===== src/rtl/data_mem_lsu.sv =====
// Load/store unit sequencing one request at a time onto a 32x16 synchronous data memory.
// Define DATA_MEM_LSU_POSTED_STORE_EN to post stores from IDLE instead of stalling in WR.
module data_mem_lsu #(
  parameter int DATA_W = 16,
  parameter int ADDR_W = 5
) (
  input  logic              clock,
  input  logic              reset_n,
  input  logic              req_valid,
  input  logic              req_we,
  input  logic [ADDR_W-1:0] req_addr,
  input  logic [DATA_W-1:0] req_wdata,
  output logic              req_ready,
  output logic              rsp_valid,
  output logic [DATA_W-1:0] rsp_rdata,
  input  logic              rsp_ready,
  output logic              mem_en,
  output logic              mem_read,
  output logic [ADDR_W-1:0] mem_addr,
  output logic [DATA_W-1:0] mem_wdata,
  input  logic [DATA_W-1:0] mem_rdata
);

  typedef enum logic [2:0] {
    IDLE     = 3'd0,
    RD_ISSUE = 3'd1,
    RD_CAPT  = 3'd2,
    RESP     = 3'd3,
    WR       = 3'd4
  } state_t;

  state_t            state;
  state_t            state_nxt;
  logic              mem_en_nxt;
  logic              mem_read_nxt;
  logic [ADDR_W-1:0] mem_addr_nxt;
  logic [DATA_W-1:0] mem_wdata_nxt;
  logic              rsp_valid_nxt;
  logic [DATA_W-1:0] rsp_rdata_nxt;

  // Only IDLE accepts work, so ready is a pure decode of the state register.
  assign req_ready = (state == IDLE);

  always_ff @(posedge clock or negedge reset_n) begin
    if (!reset_n) begin
      state <= IDLE;
    end else begin
      state <= state_nxt;
    end
  end

  // The mem_* registers double as the posted-write register: a store loaded
  // here is driven to memory the following cycle, ahead of any later load.
  always_comb begin
    state_nxt     = state;
    mem_en_nxt    = 1'b0;
    mem_read_nxt  = mem_read;
    mem_addr_nxt  = mem_addr;
    mem_wdata_nxt = mem_wdata;
    rsp_valid_nxt = rsp_valid;
    rsp_rdata_nxt = rsp_rdata;
    case (state)
      IDLE: begin
        if (req_valid) begin
          mem_en_nxt   = 1'b1;
          mem_addr_nxt = req_addr;
          if (req_we) begin
            mem_read_nxt  = 1'b0;
            mem_wdata_nxt = req_wdata;
`ifdef DATA_MEM_LSU_POSTED_STORE_EN
            state_nxt     = IDLE;
`else
            state_nxt     = WR;
`endif
          end else begin
            mem_read_nxt = 1'b1;
            state_nxt    = RD_ISSUE;
          end
        end
      end
      RD_ISSUE: begin
        state_nxt = RD_CAPT;
      end
      RD_CAPT: begin
        rsp_valid_nxt = 1'b1;
        rsp_rdata_nxt = mem_rdata;
        state_nxt     = RESP;
      end
      RESP: begin
        if (rsp_ready) begin
          rsp_valid_nxt = 1'b0;
          state_nxt     = IDLE;
        end
      end
      WR: begin
        state_nxt = IDLE;
      end
      default: begin
        state_nxt = IDLE;
      end
    endcase
  end

  always_ff @(posedge clock or negedge reset_n) begin
    if (!reset_n) begin
      mem_en    <= 1'b0;
      mem_read  <= 1'b0;
      mem_addr  <= '0;
      mem_wdata <= '0;
      rsp_valid <= 1'b0;
      rsp_rdata <= '0;
    end else begin
      mem_en    <= mem_en_nxt;
      mem_read  <= mem_read_nxt;
      mem_addr  <= mem_addr_nxt;
      mem_wdata <= mem_wdata_nxt;
      rsp_valid <= rsp_valid_nxt;
      rsp_rdata <= rsp_rdata_nxt;
    end
  end

endmodule


===== config.mk =====
export PLATFORM = sky130hd
export DESIGN_NAME = data_mem_lsu
export DESIGN_NICKNAME = d
export VERILOG_FILES = /design/src/rtl/data_mem_lsu.sv
export SDC_FILE = /design/constraint.sdc
export NUM_CORES = 1
export LEC_CHECK = 0
export CORE_MARGIN = 4
export CORE_UTILIZATION = 35
export DETAILED_ROUTE_END_ITERATION = 10
export PLACE_DENSITY = 0.74
export RECOVER_POWER = 50
export SETUP_SLACK_MARGIN = 0.5
export SKIP_CTS_REPAIR_TIMING = 1
export SLEW_MARGIN = 20
export SYNTH_ARGS = -nofsm -noshare
export SYNTH_HDL_FRONTEND = slang
export SYNTH_SLANG_ARGS = --single-unit
export TNS_END_PERCENT = 50

===== constraint.sdc =====
create_clock -name clock -period 2.7 [get_ports clock]
set_clock_uncertainty 0.2 [all_clocks]
set_input_delay 0.675 -clock clock [delete_from_list [all_inputs] [get_ports clock]]
set_output_delay 0.675 -clock clock [all_outputs]
set_load 0.05 [all_outputs]

==> summary.log <==
[status] result of the run finished, final reports clean
[critical_path] sum of buffers and inverters on the critical path 1
[final_layout] fillcell total 330
[clock_tree] root cell of the clock tree sky130_fd_sc_hd__clkbuf_8
[floorplan] area enclosed by the die boundary 5930 um^2
[sta] Worst-Margin Slew 1010 ps
[pwr] Peak VDD IR 0.792 mV
[synth] Mapped Cells 97
[synth] Synth area leaders sky130_fd_sc_hd__dfrtp_1 65%, sky130_fd_sc_hd__mux2_2 20%, sky130_fd_sc_hd__mux2_4 7.2%, sky130_fd_sc_hd__nor4b_4 1.4%, sky130_fd_sc_hd__buf_6 1.4%
[sta] final critical-path required period 2320 ps
[global_routing] wire length of the first global-routing pass 6030 um
[synth] mux cell area share after synthesis 26.8%
[clock_tree] clock latency reported for the late side of the worst-skew pair 280 ps
[sta] fmax 0.430 GHz
[critical_path] sort of element at the start of the critical path flip-flop
[final_layout] diode insertion count for antenna repair 0
[min_path] classification of the worst-slack hold path reg2reg
[synth] complex-gate fraction of the synthesized area 2.48%
[global_routing] initial antenna violation count 0
[placement] setup slack after placement 334 ps
[critical_path] Req. time, crit path 1820 ps
[global_routing] number of global-route vias before repair 1269
[routing] routed via count 1130
[placement] number of buffers inserted by port buffering 82
[critical_path] cell-by-cell trace of the critical path clkdlybuf4s50_1
[clock_tree] clock tree from TritonCTS built
[sta] aggregate negative setup slack 0 ps
[sta] Hold Violations, Final 0
[critical_path] top cell family by delay on the critical path buffers and inverters
[sta] final setup fails 0
[routing] DRC violation total after the first TritonRoute iteration 48
[final_layout] share of layout cells above drive strength 1 26.7%
[routing] DRC 0
[synth] synth cell count leaders 43 x sky130_fd_sc_hd__dfrtp_1, 29 x sky130_fd_sc_hd__mux2_2, 8 x sky130_fd_sc_hd__mux2_4
[critical_path] CP arrival 1450 ps
[synth] register bit total from synthesis 43
[synth] area fraction in and, or, nand and nor cells after synthesis 4.35%
[synth] distinct cell type count of the synthesized netlist 18
[synth] dominant cell by count in the synthesized netlist sky130_fd_sc_hd__dfrtp_1
[sta] Worst Slack Setup Final 376 ps
[critical_path] slowest cell on the critical path sky130_fd_sc_hd__clkdlybuf4s50_1
[sta] Max Transition Viols Final 0
[sta] RSZ-0062 raised after global routing yes
[routing] antenna-violating nets left 0
[global_routing] pin count of the biggest net entering global routing 44
[routing] Pre-antenna DRT Iters 2
[synth] Mean Syn Cell Area 17.2 um^2
[clock_tree] Max H-tree Level 2
[synth] post-synthesis share of cell area spent on xor and xnor gates 0%
[min_path] Min-Delay Startpoint mem_addr[3]
[routing] wirelength, routed 3660 um
[floorplan] Rows 24
[sta] worst max-slew margin expressed relative to the limit 32.6%
[placement] post-detailed-placement cell area 2550 um^2
[final_layout] count of nets after finishing 228
[routing] per-cell via count in the routed design 4.73
[clock_tree] clock buffer count from CTS 5
[critical_path] Worst Setup SP mem_wdata[0]
[synth] combinational family with the most area after synthesis multiplexers
[clock_tree] clock-pin slew reported for the worst setup and hold paths after clock tree synthesis 80 ps
[synth] number of enable flip-flop cells after synthesis 0
[routing] post-detailed-route wirelength per cell 15.3 um
[critical_path] Worst setup EP type primary output
[pwr] Leak Pwr 0.00135 uW
[synth] sequential element share of the synthesized area 64.5%
[floorplan] starting utilization of the core area 37.3%
[floorplan] count of boundary I/O pins 83
[clock_tree] TritonCTS sink count 43
[floorplan] Die H 77.0 um
[final_layout] final design area excluding fillers 2690 um^2
[global_routing] Overflow after GRT 0
[final_layout] synthesis-to-finish area growth 61.1%
[critical_path] type of the setup path with the least slack reg2out
[placement] GPL Wtd Cong 0.681
[global_routing] combined global-route utilization of all metal layers 12.6%
[critical_path] biggest fanout along the worst timing path 2
[sta] fin crit share 86.1%
[synth] netlist area before placement 1670 um^2
[pwr] Pwr per Cell Area 1440 nW/um^2
[flow_run] Max Cap Violations 0
[critical_path] startpoint of the lowest-slack register-to-register path state[1]
[synth] dominant cell type by area after synthesis sky130_fd_sc_hd__dfrtp_1
[clock_tree] clock buffer depth 2
[critical_path] worst stage delay on the critical path 810 ps
[synth] flip-flop cell with the highest count after synthesis sky130_fd_sc_hd__dfrtp_1
[synth] Yosys top cell area share 64.5%
[floorplan] core region area 4470 um^2
[synth] Post-synth ARST share 100%
[synth] Synth Net Count 139
[synth] arithmetic-cell share of the synthesized area counting full adders, half adders and majority gates 0%
[synth] warnings from Yosys 0
[placement] DPL Wire Length 2800 um
[floorplan] die boundary width 77.0 um
metal layers:
layer  global-route usage [%]  up-vias  routed length, um
met4                     5.16        0                 54
met2                     20.5       65               1700
met5                        0        -                  0
met3                     4.68        4                310
met1                     15.2      544               1600
li1                         -      517                  -
per-stage QoR:
step	instances	total power, uW	utilization, %	hold WS, ps
after CTS	239	3960	59.2	270
final	239	3870	60.1	302
after detailed placement	231	3510	57.0	293
after global placement	231	3460	57.0	264
after floorplan	97	2720	-	179
after global routing	239	4040	60.1	325
registers in the layout, summed over array words and instances, names as in the netlist:
name / count
mem_addr: 5
mem_read: 1
mem_wdata: 16
state: 3
rsp_valid: 1
rsp_rdata: 16
mem_en: 1
kinds of logic after synthesis:
kind of cell,count (synthesis)
and+or+nand+nor,7
muxes,37
AOI/OAI and AO/OA,6
buffers and inverters,4
DFF,43
final timing paths:
kind	cells past startpoint	to	slack, ps
max	1	mem_wdata[0]	380
min	1	mem_addr[3]	300
max reg2reg	3	rsp_rdata[6]	530
min reg2reg	1	mem_addr[3]	300
max in group asynchronous	2	mem_wdata[12]	1230
min in group asynchronous	2	rsp_rdata[7]	440
final cells by class:
cell class | count | area, um^2 | share of cell area, %
Sequential cell | 43 | 1080 | 40.0
Timing Repair Buffer | 85 | 882 | 32.8
Multi-Input combinational cell | 50 | 561 | 20.9
Clock buffer | 8 | 100 | 3.72
Tap cell | 52 | 65.1 | 2.42
Inverter | 1 | 3.75 | 0.140
power by group:
| group | internal [uW] | switching [uW] | total [uW] |
|---|---|---|---|
| clock network | 233 | 191 | 424 |
| logic | 893 | 1410 | 2300 |
| registers | 960 | 189 | 1150 |
| total | 2090 | 1790 | 3870 |
cell usage in the layout (no fill, tap or decap), types with 2 or more instances in the layout:
master	count
sky130_fd_sc_hd__dfrtp_1	43
sky130_fd_sc_hd__clkbuf_1	2
sky130_fd_sc_hd__mux2_4	8
sky130_fd_sc_hd__clkdlybuf4s50_1	60
sky130_fd_sc_hd__o21bai_1	2
sky130_fd_sc_hd__dlymetal6s2s_1	20
sky130_fd_sc_hd__clkbuf_8	7
sky130_fd_sc_hd__mux2_2	29
Power figures use the tool's default switching activity.
